===== config.mk =====
export PLATFORM = sky130hd
export DESIGN_NAME = mem_access_unit
export DESIGN_NICKNAME = d
export VERILOG_FILES = /design/src/rtl/mem_access_unit.sv
export SDC_FILE = /design/constraint.sdc
export NUM_CORES = 1
export LEC_CHECK = 0
export ABC_AREA = 1
export BUFFER_PORTS_ARGS = -buffer_cell sky130_fd_sc_hd__clkbuf_2
export CAP_MARGIN = 0
export CORE_MARGIN = 8
export CORE_UTILIZATION = 30
export DETAILED_ROUTE_END_ITERATION = 6
export SYNTH_ARGS = -nofsm -noshare
export SYNTH_HDL_FRONTEND = slang
export SYNTH_SLANG_ARGS = --single-unit

===== constraint.sdc =====
create_clock -name clk -period 3.8 [get_ports clk]
set_input_delay 0.76 -clock clk [delete_from_list [all_inputs] [get_ports clk]]
set_output_delay 0.76 -clock clk [all_outputs]
set_load 0.02 [all_outputs]

===== src/rtl/mem_access_unit.sv =====
// Memory access unit: sequences loads and stores onto a doubleword memory
// with a synchronous read port, using read-modify-write for sub-doubleword stores.
// Optional feature macro: MEM_ACCESS_MISALIGN_CHECK_EN (misaligned requests
// raise MisalignExc through an EXC state instead of being force-aligned).
// Ports:
//   clk, Reset (async, active low)
//   LoadMDR, DMemWrite, tam, LoadUnsigned, Address, StoreData : request
//   MemAddr, MemWrData, MemWr, MemRdData                      : memory side
//   MDROut, Busy, Done, MisalignExc                           : status/result
module mem_access_unit (
    input  logic        clk,
    input  logic        Reset,
    input  logic        LoadMDR,
    input  logic        DMemWrite,
    input  logic [1:0]  tam,
    input  logic        LoadUnsigned,
    input  logic [63:0] Address,
    input  logic [63:0] StoreData,
    output logic [63:0] MemAddr,
    output logic [63:0] MemWrData,
    output logic        MemWr,
    input  logic [63:0] MemRdData,
    output logic [63:0] MDROut,
    output logic        Busy,
    output logic        Done,
    output logic        MisalignExc
);

`ifdef MEM_ACCESS_MISALIGN_CHECK_EN
    typedef enum logic [2:0] {
        IDLE, RD, CAP, MERGE, WR, EXC
    } state_t;
`else
    typedef enum logic [2:0] {
        IDLE, RD, CAP, MERGE, WR
    } state_t;
`endif

    state_t      state_q, state_d;
    logic [63:0] addr_q;
    logic [1:0]  tam_q;
    logic        uns_q;
    logic [63:0] sdata_q;
    logic        st_q;
    logic [63:0] mdr_q;
    logic [63:0] wdata_q;
    logic        done_q, done_d;
    logic        accept;

    logic [2:0]  off;
    logic [63:0] shifted;
    logic [63:0] ext;
    logic [7:0]  bmask;
    logic [7:0]  bmask_sh;
    logic [63:0] bitmask;
    logic [63:0] sd_sh;
    logic [63:0] merged;

`ifdef MEM_ACCESS_MISALIGN_CHECK_EN
    logic mis;

    always_comb begin
        case (tam)
            2'b00:   mis = |Address[2:0];
            2'b01:   mis = |Address[1:0];
            2'b10:   mis = Address[0];
            default: mis = 1'b0;
        endcase
    end
`endif

    // FSM state register
    always_ff @(posedge clk or negedge Reset) begin
        if (!Reset) begin
            state_q <= IDLE;
        end else begin
            state_q <= state_d;
        end
    end

    // FSM next state and control outputs
    always_comb begin
        state_d     = state_q;
        accept      = 1'b0;
        done_d      = 1'b0;
        MemWr       = 1'b0;
        MisalignExc = 1'b0;
        case (state_q)
            IDLE: begin
                if (LoadMDR || DMemWrite) begin
                    accept = 1'b1;
`ifdef MEM_ACCESS_MISALIGN_CHECK_EN
                    if (mis) begin
                        state_d = EXC;
                    end else
`endif
                    if (DMemWrite) begin
                        state_d = (tam == 2'b00) ? WR : RD;
                    end else begin
                        state_d = RD;
                    end
                end
            end
            RD:    state_d = st_q ? MERGE : CAP;
            CAP: begin
                done_d  = 1'b1;
                state_d = IDLE;
            end
            MERGE: state_d = WR;
            WR: begin
                MemWr   = 1'b1;
                done_d  = 1'b1;
                state_d = IDLE;
            end
`ifdef MEM_ACCESS_MISALIGN_CHECK_EN
            EXC: begin
                MisalignExc = 1'b1;
                state_d     = IDLE;
            end
`endif
            default: state_d = IDLE;
        endcase
    end

    // Byte offset; without the check the bits below the access
    // size are dropped so the access is naturally aligned.
    always_comb begin
        off = addr_q[2:0];
`ifndef MEM_ACCESS_MISALIGN_CHECK_EN
        case (tam_q)
            2'b00:   off = 3'b000;
            2'b01:   off = {addr_q[2], 2'b00};
            2'b10:   off = {addr_q[2:1], 1'b0};
            default: off = addr_q[2:0];
        endcase
`endif
    end

    // Load extraction
    always_comb begin
        shifted = MemRdData >> {off, 3'b000};
        case (tam_q)
            2'b00: ext = shifted;
            2'b01: ext = uns_q ? {32'd0, shifted[31:0]}
                               : {{32{shifted[31]}}, shifted[31:0]};
            2'b10: ext = uns_q ? {48'd0, shifted[15:0]}
                               : {{48{shifted[15]}}, shifted[15:0]};
            default: ext = uns_q ? {56'd0, shifted[7:0]}
                                 : {{56{shifted[7]}}, shifted[7:0]};
        endcase
    end

    // Store merge: byte-lane mask placed at the offset
    always_comb begin
        case (tam_q)
            2'b00:   bmask = 8'hFF;
            2'b01:   bmask = 8'h0F;
            2'b10:   bmask = 8'h03;
            default: bmask = 8'h01;
        endcase
        bmask_sh = bmask << off;
        for (int i = 0; i < 8; i++) begin
            bitmask[i*8 +: 8] = {8{bmask_sh[i]}};
        end
        sd_sh  = sdata_q << {off, 3'b000};
        merged = (MemRdData & ~bitmask) | (sd_sh & bitmask);
    end

    // Request latch and datapath registers
    always_ff @(posedge clk or negedge Reset) begin
        if (!Reset) begin
            addr_q  <= 64'd0;
            tam_q   <= 2'b00;
            uns_q   <= 1'b0;
            sdata_q <= 64'd0;
            st_q    <= 1'b0;
            mdr_q   <= 64'd0;
            wdata_q <= 64'd0;
            done_q  <= 1'b0;
        end else begin
            done_q <= done_d;
            if (accept) begin
                addr_q  <= Address;
                tam_q   <= tam;
                uns_q   <= LoadUnsigned;
                sdata_q <= StoreData;
                st_q    <= DMemWrite;
                if (DMemWrite) begin
                    wdata_q <= StoreData;
                end
            end
            if (state_q == MERGE) begin
                wdata_q <= merged;
            end
            if (state_q == CAP) begin
                mdr_q <= ext;
            end
        end
    end

    assign MemAddr   = {addr_q[63:3], 3'b000};
    assign MemWrData = wdata_q;
    assign MDROut    = mdr_q;
    assign Busy      = (state_q != IDLE);
    assign Done      = done_q;

endmodule


==> impl_results.md <==
- Die W: 240 um
- CTS tree: yes
- Element type at the critical path end: register
- Final core occ: 36.4%
- Fin crit share: slightly above 80%
- Synthesis warning total: 0
- CTS resizes: 0
- Slew @ Worst Pin: 0.923 ns
- WP data arrival: 3.54 ns
- 1st-pass router iterations: 6
- Sink Count: 264
- Setup crit start kind: register
- Top-area cell type share of the netlist area: 44.0%
- WL/cell: 21.6 um
- Max stage delay on crit path: 0.57 ns
- Setup TNS: 0 ns
- Tmin final: 3.07 ns
- RePlAce Congestion: 0.942
- P&R area growth vs syn: 20.5%
- Clock root buffer: clkbuf_16
- Ys async rst share: between 90% and 100%
- Layout cells sized above 1: 22.6%
- PortBufs: 390
- Vias in the first global route: ~15000
- Power per cell area: 1030 nW/um^2
- Post-synth top area cell: dfrtp_1
- Core area: 49800 sq um
- Worst Skew: 0.0192 ns
- CTS Buffer Depth: 3
- Ports: 395
- Final hold violations: 0
- Most instantiated cells after synthesis: 697 x nand2_1, 264 x dfrtp_1, 194 x o21ai_0
- Max-cap violation count: 0
- RSZ-0062 raised after global routing: no
- Post-Syn Area per Cell: just over 7 sq um
- Post-CTS Setup Repair Bufs: 0
- Final Setup Violations: 0
- Via count: 15400
- Largest net degree at the start of global routing: 90
- Top FF cell, synth: dfrtp_1
- # rows: 82
- Clk slew on worst S/H paths: approximately 0.06 ns
- DP HPWL: 51200 um
- Worst path cell trace: nand2_4 -> buf_4 -> nand2_2 -> inv_1 -> nand2_1 -> nand2_1 -> inv_1 -> nand2_1 -> nand2_1 -> a21oi_1 -> nor2_1
- Initial Utilization: 30.2%
- Grt total ovfl: 0
- CP top delay family: simple AND/OR/NAND/NOR gates
- Die area: 57500 sq um
- GRT Util Overall: 22.2%
- Fmax: between 300 and 400 MHz
- Gate Count Post-Synth: 2105
- Crit-path max FO: 44
- CP max-delay cell: dfrtp_1
- CP Class: register to register
- Vias per cell: 5.02
- Clk Latency, worst-skew pair: 0.60 ns
- Cell area after synthesis: 15000 sq um
- Total CTS buffers: 31
- Hold WC Path Type: primary input to asynchronous set/reset pin
- Post-synth EDFFs: 0
- Slew Limit Fails: 0
- Synthesized flop and latch total: 264
- Residual DRC: 0
- First-pass GRT wire length: 97700 um
- Worst path buffer plus inverter count: 3
- Die Y: about 240 um
- Starting DRT DRC Count: 1460
- Drt total wl: 66200 um
- Max rail drop VDD: 0.490 mV
- Count leader, synth: nand2_1
- Initial antenna violation count: 7
- Dpl cells: 3001
- Layout Cells excl Fill: 3062
- Total Nets Final: 2561
- CP most frequent cell: nand2_1
- H-tree levels: 1
- Outcome: finished, final reports clean
- Area contributors post-synth: dfrtp_1 44%, nand2_1 17%, o21ai_0 6.5%
- Post-route ant nets: 0
- Sequential area share after synthesis: 44.0%
- Hold Buf Count CTS: 0
- Slew headroom: 38.5%
- Critical path required time: 4.26 ns
- Leak pwr: 9.50 nW
- Synth cell types: 36
-- sequential cells by signal (all words and copies together) (netlist names) --
| signal | flops |
|---|---|
| state_q | 3 |
| st_q | 1 |
| uns_q | 1 |
| Done | 1 |
| tam_q | 2 |
| MDROut | 64 |
| addr_q | 64 |
| MemWrData | 64 |
| sdata_q | 64 |
-- power breakdown --
part,switching (W),internal [W]
logic,0.00724,0.00303
clock network,0.00128,0.00192
registers,0.00101,0.00425
total,0.00952,0.00920
-- cell families after synthesis --
kind of cell	after synthesis	synth area share, %
DFF	264	44.0
and+or+nand+nor	1059	28.9
buffers and inverters	341	11.2
AOI/OAI and AO/OA	440	15.9
other	1	0.0250
-- metal layers --
metal	share of wire [%]	GRT usage (%)
met4	3.4	7.52
met2	46	35.4
met3	8.3	4.84
met5	0.091	0
met1	42	29.7
-- layout make-up --
class	count	area, sq um
fill	5382	31700
multi-input combinational	1503	6760
sequential	264	6610
timing repair buffer	427	2290
clock buffer	45	898
tap	672	841
inverter	135	508
clock inverter	13	191
antenna	3	7.51
-- worst paths after layout --
path	from	end	slack, ns	cells past startpoint
worst max-delay path	tam_q[1]	MemWrData[32]	0.73	11
worst min-delay path	Reset	MDROut[32]	0.15	1
worst max register to register	tam_q[1]	MemWrData[32]	0.73	11
worst min register to register	addr_q[63]	addr_q[63]	0.47	2
max in group asynchronous	Reset	addr_q[50]	2.71	2
min in group clk	Address[27]	addr_q[27]	0.36	3
-- per-stage QoR --
stage / setup slack (ns) / hold WS, ns / area, sq um / power [W]
global placement: 0.908 / 0.453 / 17000 / 0.0154
detailed placement: 0.841 / 0.459 / 17000 / 0.0155
floorplan: 2.04 / 0.442 / 15000 / 0.0122
global route: 0.536 / 0.179 / 18100 / 0.0201
CTS: 0.796 / 0.153 / 18100 / 0.0188
finish: 0.727 / 0.153 / 18100 / 0.0187
-- cell usage in the layout (no fill, tap or decap), types with 7 or more instances in the layout --
cell type / netlist / routed
o211ai_1: 42 / 42
a21oi_1: 131 / 130
inv_1: 130 / 129
buf_4: 77 / 33
clkbuf_2: 0 / 389
o21ai_1: 25 / 25
clkbuf_8: 0 / 7
dfrtp_1: 264 / 264
nand2_1: 697 / 695
nor2_1: 151 / 151
o21ai_0: 194 / 194
clkbuf_1: 65 / 7
o22ai_1: 33 / 33
clkbuf_16: 0 / 31
nand3_1: 148 / 148
or2_2: 38 / 38
Power figures use the tool's default switching activity.
